<file path="src/rtl/bp_fe_queue_ckpt_if.sv">
// fe_queue handshake bundle between the FE producer/BE consumer and the checkpointing queue.
// The master drives entries and BE controls; the slave (the queue) drives status and the head entry.
interface bp_fe_queue_ckpt_if #(
    parameter int width_p = 128
);
    logic [width_p-1:0] fe_queue_i;
    logic               fe_queue_v_i;
    logic               fe_queue_ready_o;
    logic [width_p-1:0] fe_queue_o;
    logic               fe_queue_v_o;
    logic               fe_queue_yumi_i;
    logic               fe_queue_deq_i;
    logic               fe_queue_roll_i;
    logic               fe_queue_clr_i;
    logic               empty_o;

    modport master (
        output fe_queue_i, fe_queue_v_i, fe_queue_yumi_i,
               fe_queue_deq_i, fe_queue_roll_i, fe_queue_clr_i,
        input  fe_queue_ready_o, fe_queue_o, fe_queue_v_o, empty_o
    );

    modport slave (
        input  fe_queue_i, fe_queue_v_i, fe_queue_yumi_i,
               fe_queue_deq_i, fe_queue_roll_i, fe_queue_clr_i,
        output fe_queue_ready_o, fe_queue_o, fe_queue_v_o, empty_o
    );
endinterface

</file>
<file path="src/rtl/bp_fe_queue_ckpt.sv">
// Checkpointing FE-to-BE queue: write, speculative read and commit pointers keep
// issued-but-uncommitted entries replayable until the BE commits, rolls back or clears.
module bp_fe_queue_ckpt #(
    parameter int width_p = 128,
    parameter int els_p   = 8,
    localparam int idx_width_lp = $clog2(els_p),
    localparam int ptr_width_lp = idx_width_lp + 1
) (
    input  logic              clk_i,
    input  logic              reset_i,
    bp_fe_queue_ckpt_if.slave fe_q
);
    localparam logic [ptr_width_lp-1:0] full_count_lp = ptr_width_lp'(els_p);
    localparam logic [ptr_width_lp-1:0] one_lp        = ptr_width_lp'(1);

    logic [width_p-1:0]      mem [els_p];
    logic [ptr_width_lp-1:0] wptr_reg, rptr_reg, cptr_reg;
    logic [ptr_width_lp-1:0] wptr_next, rptr_next, cptr_next;
    logic [ptr_width_lp-1:0] cptr_commit;
    logic                    ready, enq, issue, commit;

    // Occupancy counts issued entries too, so a queue full of uncommitted work stalls the FE.
    assign ready  = (wptr_reg - cptr_reg) != full_count_lp;
    assign enq    = fe_q.fe_queue_v_i & ready & ~fe_q.fe_queue_clr_i;
    assign issue  = fe_q.fe_queue_yumi_i & ~fe_q.fe_queue_roll_i & ~fe_q.fe_queue_clr_i;
    assign commit = fe_q.fe_queue_deq_i & (cptr_reg != rptr_reg) & ~fe_q.fe_queue_clr_i;

    assign cptr_commit = commit ? cptr_reg + one_lp : cptr_reg;

    always_comb begin
        wptr_next = wptr_reg;
        rptr_next = rptr_reg;
        cptr_next = cptr_commit;
        if (fe_q.fe_queue_clr_i) begin
            rptr_next = wptr_reg;
            cptr_next = wptr_reg;
        end else begin
            if (enq) begin
                wptr_next = wptr_reg + one_lp;
            end
            // A roll lands on the post-commit checkpoint so a same-cycle deq is not replayed.
            if (fe_q.fe_queue_roll_i) begin
                rptr_next = cptr_commit;
            end else if (issue) begin
                rptr_next = rptr_reg + one_lp;
            end
        end
    end

    always_ff @(posedge clk_i or posedge reset_i) begin
        if (reset_i) begin
            wptr_reg <= '0;
            rptr_reg <= '0;
            cptr_reg <= '0;
        end else begin
            wptr_reg <= wptr_next;
            rptr_reg <= rptr_next;
            cptr_reg <= cptr_next;
        end
    end

    always_ff @(posedge clk_i) begin
        if (enq) begin
            mem[wptr_reg[idx_width_lp-1:0]] <= fe_q.fe_queue_i;
        end
    end

    assign fe_q.fe_queue_ready_o = ready;
    assign fe_q.fe_queue_v_o     = rptr_reg != wptr_reg;
    assign fe_q.fe_queue_o       = mem[rptr_reg[idx_width_lp-1:0]];
    assign fe_q.empty_o          = wptr_reg == cptr_reg;
endmodule

</file>
<file path="src/flat_wrapper.sv">
// flat-port wrapper written by rule: the top's interface ports become plain ports
module bp_fe_queue_ckpt_flat 
#(
    parameter int width_p = 128,
    parameter int els_p   = 8,
    localparam int idx_width_lp = $clog2(els_p),
    localparam int ptr_width_lp = idx_width_lp + 1
)
  (clk_i, reset_i, fe_q_fe_queue_i, fe_q_fe_queue_v_i, fe_q_fe_queue_yumi_i, fe_q_fe_queue_deq_i, fe_q_fe_queue_roll_i, fe_q_fe_queue_clr_i, fe_q_fe_queue_ready_o, fe_q_fe_queue_o, fe_q_fe_queue_v_o, fe_q_empty_o);
  bp_fe_queue_ckpt_if #(.width_p(width_p)) fe_q_i ();
  input  logic clk_i;
  input  logic reset_i;
  input wire logic [$bits(fe_q_i.fe_queue_i)-1:0] fe_q_fe_queue_i;
  input wire logic [$bits(fe_q_i.fe_queue_v_i)-1:0] fe_q_fe_queue_v_i;
  input wire logic [$bits(fe_q_i.fe_queue_yumi_i)-1:0] fe_q_fe_queue_yumi_i;
  input wire logic [$bits(fe_q_i.fe_queue_deq_i)-1:0] fe_q_fe_queue_deq_i;
  input wire logic [$bits(fe_q_i.fe_queue_roll_i)-1:0] fe_q_fe_queue_roll_i;
  input wire logic [$bits(fe_q_i.fe_queue_clr_i)-1:0] fe_q_fe_queue_clr_i;
  output wire logic [$bits(fe_q_i.fe_queue_ready_o)-1:0] fe_q_fe_queue_ready_o;
  output wire logic [$bits(fe_q_i.fe_queue_o)-1:0] fe_q_fe_queue_o;
  output wire logic [$bits(fe_q_i.fe_queue_v_o)-1:0] fe_q_fe_queue_v_o;
  output wire logic [$bits(fe_q_i.empty_o)-1:0] fe_q_empty_o;
  assign fe_q_i.fe_queue_i = fe_q_fe_queue_i;
  assign fe_q_i.fe_queue_v_i = fe_q_fe_queue_v_i;
  assign fe_q_i.fe_queue_yumi_i = fe_q_fe_queue_yumi_i;
  assign fe_q_i.fe_queue_deq_i = fe_q_fe_queue_deq_i;
  assign fe_q_i.fe_queue_roll_i = fe_q_fe_queue_roll_i;
  assign fe_q_i.fe_queue_clr_i = fe_q_fe_queue_clr_i;
  assign fe_q_fe_queue_ready_o = fe_q_i.fe_queue_ready_o;
  assign fe_q_fe_queue_o = fe_q_i.fe_queue_o;
  assign fe_q_fe_queue_v_o = fe_q_i.fe_queue_v_o;
  assign fe_q_empty_o = fe_q_i.empty_o;
  bp_fe_queue_ckpt #(.width_p(width_p), .els_p(els_p)) u_core (.clk_i(clk_i), .reset_i(reset_i), .fe_q(fe_q_i));
endmodule
</file>
<file path="config.mk">
export PLATFORM = sky130hd
export DESIGN_NAME = bp_fe_queue_ckpt_flat
export DESIGN_NICKNAME = d
export VERILOG_FILES = /design/src/rtl/bp_fe_queue_ckpt_if.sv /design/src/rtl/bp_fe_queue_ckpt.sv /design/src/flat_wrapper.sv
export SDC_FILE = /design/constraint.sdc
export NUM_CORES = 1
export LEC_CHECK = 0
export ABC_AREA = 1
export BUFFER_PORTS_ARGS = -buffer_cell sky130_fd_sc_hd__buf_2
export CORE_MARGIN = 10
export CORE_UTILIZATION = 23
export CTS_CLUSTER_DIAMETER = 100
export DETAILED_ROUTE_END_ITERATION = 12
export GPL_TIMING_DRIVEN = 1
export PLACE_DENSITY_LB_ADDON = 0.12
export SYNTH_ARGS = -nofsm -noshare
export SYNTH_HDL_FRONTEND = slang
export SYNTH_SLANG_ARGS = --single-unit
</file>
<file path="constraint.sdc">
create_clock -name clk_i -period 31.6 [get_ports clk_i]
set_clock_uncertainty 0.1 [all_clocks]
set_input_delay 0 -clock clk_i [delete_from_list [all_inputs] [get_ports clk_i]]
set_output_delay 0 -clock clk_i [all_outputs]
set_load 0.01 [all_outputs]
</file>
==> impl_results.md <==
- Status: finished clean
- Slew headroom: 25.1%
- Cell area after layout: 50300 sq um
- PnR worst setup slack: 25800 ps
- Pre-CTS setup slack: 26460 ps
- Clock sink total: 1036
- Global-route wire length before repair: 176000 um
- Mux contribution to synthesized area: 0%
- Total track usage: 12.0%
- Clock latency on the worst-skew pair: 760 ps
- Hold Path Class: in2reg
- Synth top area share: 76.5%
- Met3 WL: 4370 um
- Port bufs: 265
- Post-synth cell types: 29
- Worst Path Arrival: 5700 ps
- Remaining antenna violation count: 0
- Die H: 438 um
- CTS Buf Count: 121
- Setup Buffers After CTS: 0
- Worst IR Drop VDD: 61.4 uV
- Int Pwr: 2.76 mW
- Kind of critical path: reg2out
- Area Growth Syn to Fin: 25.1%
- Total gr overflow: 0
- Fin util: 28.9%
- Clock-pin slew on the worst setup and hold paths: 60 ps
- Synth warnings: 0
- Tcrit/Tclk final: 18.4%
- Leak Pwr: 16.5 nW
- Post-route insts no fill: 5961
- WP data required: 31500 ps
- Top FF cell, synth: edfxtp_1
- Final HPWL DP: 58500 um
- Wire length per cell: 19.9 um
- Layout cells sized above 1: 13.2%
- First-iteration detailed-routing DRC count: 1327
- Metal2 WL: 58200 um
- P per Cell Area: 83.9 nW/um^2
- Ports: 266
- Rows: 153
- Synth Area in XOR/XNOR: 0.218%
- Die width: 438 um
- Synth top cells by count: 1024 x edfxtp_1, 915 x nor2_1, 512 x o21ai_0
- H-Tree Level Count: 3
- Vias per inst: 4.27
- Pins Over Slew Limit: 0
- Clock network power share: 31.3%
- RSZ-0062 raised after global routing: no
- CTS tree: done
- Met1 WL: 53800 um
- Simple logic cell fraction of the synthesized area: 9.33%
- Top post-synthesis cells by area: edfxtp_1 76%, nor2_1 8.5%, o21ai_0 6.4%
- Net Sw Power: 1.47 mW
- Cell area after placement: 44000 sq um
- Register bit total from synthesis: 1036
- Cell Area, Synth: 40200 sq um
- Synthesized instance count: 3042
- WHS: 54.2 ps
- Setup TNS: 0 ps
- Worst setup EP type: primary output
- Vias in the first global route: 26181
- Post-synth EDFFs: 1024
- Drt pass-1 iters: 7
- Post-synthesis compound-gate area fraction: 10.5%
- Clock Tree Root: clkbuf_16
- Initial Util: 23.1%
- DIE AREA: 192000 sq um
- Clock Tree Buf Depth: 3
- Syn_area_per_cell: 13.2 sq um
- Final hold vios: 0
- Sequential area share after synthesis: 77.2%
- Final WL: 119000 um
- Power, Total: 4.22 mW
- Post-Synth Adder-Cell Area: 0.187%
- Drt drc: 0
- Switching Share: 34.7%
- Top sig layer: met5
- Final setup vio count: 0
- Core ar.: 174000 sq um
- Max frequency: 0.172 GHz
- Leading area contributor after synthesis: edfxtp_1
- CP startpoint kind: register
- Post-synth net total: 3183
- Count leader, synth: edfxtp_1
- Final worst path period need: 5800 ps
- Number of max-cap violations: 0
- Async set or reset register ratio after synthesis: 1.16%
- Reg power frac: 39.6%
- Main combinational cell family by area after synthesis: compound AO/OA/AOI/OAI gates
- DP Cell Count: 5470
- Largest register FFs: 1024
- Final RePlAce weighted congestion: 0.686
- Routed vias: 25442
- Largest net degree at the start of global routing: 189
- Comb pwr share: 29.1%
- Final layout net count: 3673
- Antenna violations before repair: 8
- Worst-margin pin slew: 1120 ps
- Crit-path max FO: 76
-- kinds of logic after synthesis --
| kind of cell | Yosys count |
|---|---|
| compound gates | 780 |
| xor+xnor | 10 |
| fa+ha+maj | 6 |
| buf+inv | 224 |
| flops | 1036 |
| simple gates | 986 |
-- power by group through the flow --
stage	Sequential, mW	Clock [mW]	Combinational, mW
3_3_place_gp	1.70	0	1.26
3_5_place_dp	1.70	0	1.25
6_report	1.67	1.32	1.23
4_1_cts	1.67	1.37	1.29
5_1_grt	1.68	1.42	1.39
2_1_floorplan	1.70	0	0.761
-- repair_timing --
| item | 4_1_cts | 5_1_grt |
|---|---|---|
| endpoints found under the hold margin | 1060 | 0 |
| gates resized for setup | 0 | 0 |
| endpoints found under the setup margin | 0 | 0 |
| hold buffers | 264 | 0 |
-- cell type report --
cell class	instances	area (sq um)
Sequential cell	1036	31100
Clock buffer	150	3140
Tap cell	2325	2910
Fill cell	17953	124000
Clock inverter	70	548
Multi-Input combinational cell	1782	8190
Timing Repair Buffer	570	4340
Antenna cell	7	17.5
Inverter	21	101
-- routing by layer --
layer,track usage (%),vias to the layer above
li1,-,12161
met1,15.4,12729
met2,20.6,392
met3,2.37,158
met4,3.09,2
met5,0,-
-- final timing paths --
check                           depth (start not counted)  slack [ps]                start             endpoint
worst max-delay path                                    9       25800   u_core.rptr_reg[0]  fe_q_fe_queue_o[75]
worst min-delay path                                    2          50  fe_q_fe_queue_i[66]    u_core.mem[2][66]
worst max register to register                         10       26930   u_core.wptr_reg[1]    u_core.mem[2][80]
worst min register to register                          2         500   u_core.wptr_reg[0]   u_core.wptr_reg[0]
max in group asynchronous                               4       30680              reset_i   u_core.rptr_reg[1]
min in group asynchronous                               4         290              reset_i   u_core.wptr_reg[3]
-- cell usage in the layout, fill, tap and decap left out, types with 9 or more instances in the layout --
master / count
a21oi_1: 9
a31oi_1: 128
buf_2: 265
buf_4: 36
clkbuf_1: 29
clkbuf_16: 121
clkinv_1: 35
clkinv_2: 18
dfrtp_1: 10
dlygate4sd3_1: 264
edfxtp_1: 1024
inv_1: 17
nand2_1: 46
nand3_1: 12
nor2_1: 910
o21ai_0: 512
o22ai_1: 128
-- critical path: stages, from the launching register on --
cell and delay (ps):
dfrtp_4 750, buf_4 720, buf_4 820, buf_4 840, buf_4 620, o21ai_0 170
o22ai_1 190, nor2_1 60, a31oi_1 410, buf_2 220
No activity file was read; power rests on OpenSTA's default activity.
